`config.mk`:
```
export PLATFORM = sky130hd
export DESIGN_NAME = dac_output_tx
export DESIGN_NICKNAME = d
export VERILOG_FILES = /design/src/rtl/dac_output_tx.sv
export SDC_FILE = /design/constraint.sdc
export NUM_CORES = 1
export LEC_CHECK = 0
export CORE_UTILIZATION = 40
export CTS_CLUSTER_SIZE = 40
export DETAILED_ROUTE_END_ITERATION = 12
export DONT_BUFFER_PORTS = 1
export PLACE_DENSITY = 0.62
export RECOVER_POWER = 50
export SYNTH_ARGS = -nofsm -noshare
export SYNTH_HDL_FRONTEND = slang
export SYNTH_SLANG_ARGS = --single-unit
export TNS_END_PERCENT = 100
```
`constraint.sdc`:
```
create_clock -name clk -period 3.1 [get_ports clk]
set_input_delay 0 -clock clk [delete_from_list [all_inputs] [get_ports clk]]
set_output_delay 0 -clock clk [all_outputs]
set_load 0.1 [all_outputs]
```
`src/rtl/dac_output_tx.sv`:
```
// Serial transmitter that clips a signed PI output to a DAC code and sends it as a
// 16-bit SPI mode-0 frame. The DAC latch strobe (ldac_n) is pulsed after the frame.
module dac_output_tx #(
    parameter int         CLK_DIV   = 4,
    parameter int         DATA_MAX  = 181,
    parameter logic [3:0] CTRL_BITS = 4'b0011
) (
    input  logic        clk,
    input  logic        reset,
    input  logic [15:0] u_in,
    input  logic        load,
    output logic        busy,
    output logic        done,
    output logic        dac_cs_n,
    output logic        dac_sclk,
    output logic        dac_mosi,
    output logic        dac_ldac_n
);

    typedef enum logic [2:0] {IDLE, SETUP, SHIFT, HOLD, LATCH} state_t;

    localparam logic [7:0]         CNT_INIT = 8'(CLK_DIV - 1);
    localparam logic signed [15:0] CLIP_MAX = 16'(DATA_MAX);

    state_t      r_state;
    logic [7:0]  r_cnt;
    logic [3:0]  r_bit;
    logic [15:0] r_shift;
    logic        r_capt;
    logic [11:0] w_code;

    // Signed clip of the incoming control value into the DAC code range.
    always_comb begin
        w_code = u_in[11:0];
        if ($signed(u_in) < 16'sd0) begin
            w_code = 12'd0;
        end else if ($signed(u_in) > CLIP_MAX) begin
            w_code = CLIP_MAX[11:0];
        end
    end

    // A load is captured in IDLE, and the frame begins on the following edge;
    // r_capt marks that capture cycle so further loads are ignored.
    always_ff @(posedge clk or posedge reset) begin
        if (reset) begin
            r_state    <= IDLE;
            r_cnt      <= 8'd0;
            r_bit      <= 4'd0;
            r_shift    <= 16'd0;
            r_capt     <= 1'b0;
            busy       <= 1'b0;
            done       <= 1'b0;
            dac_cs_n   <= 1'b1;
            dac_sclk   <= 1'b0;
            dac_mosi   <= 1'b0;
            dac_ldac_n <= 1'b1;
        end else begin
            done <= 1'b0;
            case (r_state)
                IDLE: begin
                    if (r_capt) begin
                        r_capt   <= 1'b0;
                        r_state  <= SETUP;
                        r_cnt    <= CNT_INIT;
                        busy     <= 1'b1;
                        dac_cs_n <= 1'b0;
                        dac_mosi <= r_shift[15];
                    end else if (load) begin
                        r_capt  <= 1'b1;
                        r_shift <= {CTRL_BITS, w_code};
                    end
                end
                SETUP: begin
                    if (r_cnt == 8'd0) begin
                        r_state <= SHIFT;
                        r_cnt   <= CNT_INIT;
                        r_bit   <= 4'd15;
                    end else begin
                        r_cnt <= r_cnt - 8'd1;
                    end
                end
                // Each bit is a low phase then a high phase; data advances on the falling edge.
                SHIFT: begin
                    if (r_cnt != 8'd0) begin
                        r_cnt <= r_cnt - 8'd1;
                    end else begin
                        r_cnt <= CNT_INIT;
                        if (!dac_sclk) begin
                            dac_sclk <= 1'b1;
                        end else begin
                            dac_sclk <= 1'b0;
                            if (r_bit == 4'd0) begin
                                r_state <= HOLD;
                            end else begin
                                r_bit    <= r_bit - 4'd1;
                                r_shift  <= {r_shift[14:0], 1'b0};
                                dac_mosi <= r_shift[14];
                            end
                        end
                    end
                end
                HOLD: begin
                    if (r_cnt == 8'd0) begin
                        r_state    <= LATCH;
                        r_cnt      <= CNT_INIT;
                        dac_cs_n   <= 1'b1;
                        dac_ldac_n <= 1'b0;
                    end else begin
                        r_cnt <= r_cnt - 8'd1;
                    end
                end
                LATCH: begin
                    if (r_cnt == 8'd0) begin
                        r_state    <= IDLE;
                        dac_ldac_n <= 1'b1;
                        done       <= 1'b1;
                        busy       <= 1'b0;
                    end else begin
                        r_cnt <= r_cnt - 8'd1;
                    end
                end
                default: r_state <= IDLE;
            endcase
        end
    end

endmodule
```
==> flow_summary.ini <==
[setup_path]
cp_data_required_time_ns = 3.28
critical_path_class = flip-flop to flip-flop
crit_path_max_fanout = 16
r2r-start = r_cnt[0]$_DFFE_PP0P_
critical_path.cell_chain = inv_1 -> ha_1 -> nor4b_4 -> nand3_4 -> o21ai_4 -> mux2_2
start_kind = flip-flop
path_buf_inv = 1
cpPeakStageDelay_ns = 0.53
r2r_cells = 6
cp_data_arrival_time_ns = 2.55
crit_start = r_cnt[0]$_DFFE_PP0P_
crit_family = simple AND/OR/NAND/NOR gates
endpoint_kind = flip-flop
critPathSlowestCell = o21ai_4
r2r_end = r_shift[6]$_DFFE_PP0P_
regToRegSetupSlack_ns = 0.73

[logic_synthesis]
synthFlopType = dfrtp_1
synth_edf_count = 0
synth.avg_cell_area_um2 = 10.0
synthXorXnorAreaFrac = 0.0126
synthAdderAreaFrac = 0.0180
synth_compound_area_frac = 0.209
syn-instance-count = 208
synth_mux_area_frac = 0.0906
syn-num-nets = 230
synth-async-reset-ratio = 1.00
yosysWarnings = 0
ys_types = 52
synth_largest_area_cell = dfrtp_1
synthSimpleGateAreaFrac = 0.157
synthTopCellsByArea = dfrtp_1 43%, nand2_1 4.3%, mux2i_1 3.8%
netlist_area_um2 = 2090
ys_ff_latch = 38
synth_top_family_by_area = compound AO/OA/AOI/OAI gates
yosysTopAreaCellShare = 0.432
ys_seq_area_frac = 0.457

[finish]
nets = 239
diodes = 0
syn_to_final_growth_pct = 9.90
finalInstanceArea_um2 = 2290
final_cell_mix = 36 x dfrtp_1, 24 x nand2_1, 20 x inv_1
layout_commonest_cell = dfrtp_1
drive_above_1_share = 0.124

[die]
die_w_um = 74.2
io_pins = 25
start_util = 0.427
dieArea_um2 = 5510
coreArea_um2 = 4880
die_h_um = 74.2
core.rowCount = 25

[global_routing]
grt_pass1_vias = 1501
grt_pass1_wl_um = 7150
grt_use_total = 0.172
grt_overflow = 0
grt_max_degree = 39
antenna_found_initial = 0

[detailed_routing]
wl_um = 4130
ant_nets = 0
drc = 0
first_iter_violations = 76
drtPass1Iterations = 4
num_vias = 1550
wire_per_inst_um = 14.5
vias_per_cell = 5.44

[worst_hold_path]
min_path_cells = 2
worstHoldStart = u_in[6]
min_to = r_shift[6]$_DFFE_PP0P_
min-delay-path-class = input pin to flip-flop

[sta]
report.final.slew_viol_count = 39
grt_setup_unrepaired = no
layout_min_cycle_time_ns = 2.37
fin_tns_setup_ns = 0
fmax_mhz = 422
final-setup-viol-count = 0
period_share = 0.764
hold_viol_final = 0
worst_slew_pin_slew_ns = 2.01
slew_headroom = -0.341
fin_skew_ns = 0.00381

[clock_network]
root_buffer = clkbuf_8
clk_latency_ns = 0.29
cts_setup_buffers = 0
numCtsBuffers = 5
htree_levels = 2
cts_tree = yes
cts.clk_slew.worst_paths_ns = 0.08
cts.sinks = 38
cts.path.max_buffers = 2

[status]
violations = capacitance limit, slew limit
run_status = finished, violations left

[pwr]
powerDensity_nw_per_um2 = 385
p_leak_nw = 0.995
ir_worst_vdd_mv = 0.238

[run]
cap_violations = 1

[place]
globalplace.congestion = 0.790
hpwlAfterDp_um = 2850
dpl_cell_area_um2 = 2150
portBuffers = 0
==> per-stage QoR <==
stage | utilization | worst slack [ns] | hold slack, ns | total power, mW | instances
6_report | 0.470 | 0.731 | 0.0126 | 0.883 | 285
5_1_grt | 0.470 | 0.558 | 0.0105 | 0.923 | 285
4_1_cts | 0.471 | 0.733 | 0.00133 | 0.900 | 285
3_5_place_dp | 0.441 | 0.760 | 0.0389 | 0.530 | 272
3_3_place_gp | 0.441 | 0.794 | 0.0436 | 0.530 | 272
2_1_floorplan | - | 0.919 | 0.191 | 0.524 | 208
==> cell type report <==
cell class | count | area, um^2
Clock buffer | 6 | 82.6
Sequential cell | 38 | 953
Fill cell | 488 | 2590
Clock inverter | 2 | 12.5
Inverter | 20 | 75.1
Multi-Input combinational cell | 144 | 1020
Tap cell | 67 | 83.8
Timing Repair Buffer | 8 | 68.8
==> routing by layer <==
| layer | track usage | wire (um) | share of wire | up-vias |
|---|---|---|---|---|
| li1 | - | - | - | 774 |
| met1 | 0.242 | 2000 | 0.48 | 751 |
| met2 | 0.258 | 1930 | 0.47 | 20 |
| met3 | 0.0420 | 139 | 0.034 | 5 |
| met4 | 0.0650 | 59 | 0.014 | 0 |
| met5 | 0 | 0 | 0 | - |
==> synth_stat cells, drive strengths merged (2+ instances only) <==
| master | n |
|---|---|
| dfrtp | 36 |
| nand2 | 24 |
| inv | 20 |
| o21ai | 17 |
| a31oi | 11 |
| mux2 | 9 |
| mux2i | 8 |
| nor2 | 8 |
| nor3 | 8 |
| a21oi | 7 |
| nand3 | 5 |
| a211oi | 3 |
| buf | 3 |
| clkbuf | 3 |
| ha | 3 |
| nand4 | 3 |
| a21o | 2 |
| a221o | 2 |
| a2bb2oi | 2 |
| dfstp | 2 |
| nor3b | 2 |
| nor4 | 2 |
| o21a | 2 |
| o21bai | 2 |
| o22ai | 2 |
| o32ai | 2 |
| xnor2 | 2 |
==> worst max path at each step <==
stage                                    endpoint  slack (ns)  cells past startpoint
final                      r_shift[6]$_DFFE_PP0P_        0.73                      6
after global routing       r_shift[3]$_DFFE_PP0P_        0.56                      6
after CTS                  r_shift[4]$_DFFE_PP0P_        0.73                      6
after detailed placement   r_shift[6]$_DFFE_PP0P_        0.76                      6
after global placement    r_shift[12]$_DFFE_PP0P_        0.79                      6
after floorplan            r_shift[0]$_DFFE_PP0P_        0.92                      4
==> kinds of logic (layout without fill, tap and decap cells) <==
| kind of cell | Yosys count | in the layout |
|---|---|---|
| compound gates | 63 | 63 |
| xor+xnor | 3 | 3 |
| fa+ha+maj | 3 | 3 |
| buf+inv | 26 | 36 |
| flops | 38 | 38 |
| mux | 17 | 17 |
| simple gates | 58 | 58 |
==> worst register-to-register path, delay by kind of cell (launching register included) <==
| family | cells | cell delay [ns] |
|---|---|---|
| buffers and inverters | 1 | 0.09 |
| AOI/OAI and AO/OA | 1 | 0.53 |
| DFF | 1 | 0.42 |
| muxes | 1 | 0.41 |
| adders and majority gates | 1 | 0.16 |
| and+or+nand+nor | 2 | 0.64 |
==> report_power, final <==
part	internal [mW]	total, mW	switching (mW)
combinational	0.00942	0.0239	0.0145
clock	0.179	0.359	0.180
sequential	0.498	0.500	0.00167
==> what timing repair did <==
item,in CTS,in global routing
endpoints found under the hold margin,40,0
endpoints found under the setup margin,0,0
resized for setup,0,0
hold buffers,5,0
==> sequential cells by signal, summed over array words and instances (netlist names) <==
| register | count |
|---|---|
| r_shift | 16 |
| r_cnt | 8 |
| r_bit | 4 |
| r_state | 3 |
| busy | 1 |
| dac_cs_n | 1 |
| dac_ldac_n | 1 |
| dac_mosi | 1 |
| dac_sclk | 1 |
| done | 1 |
| r_capt | 1 |
Power figures use the tool's default switching activity.
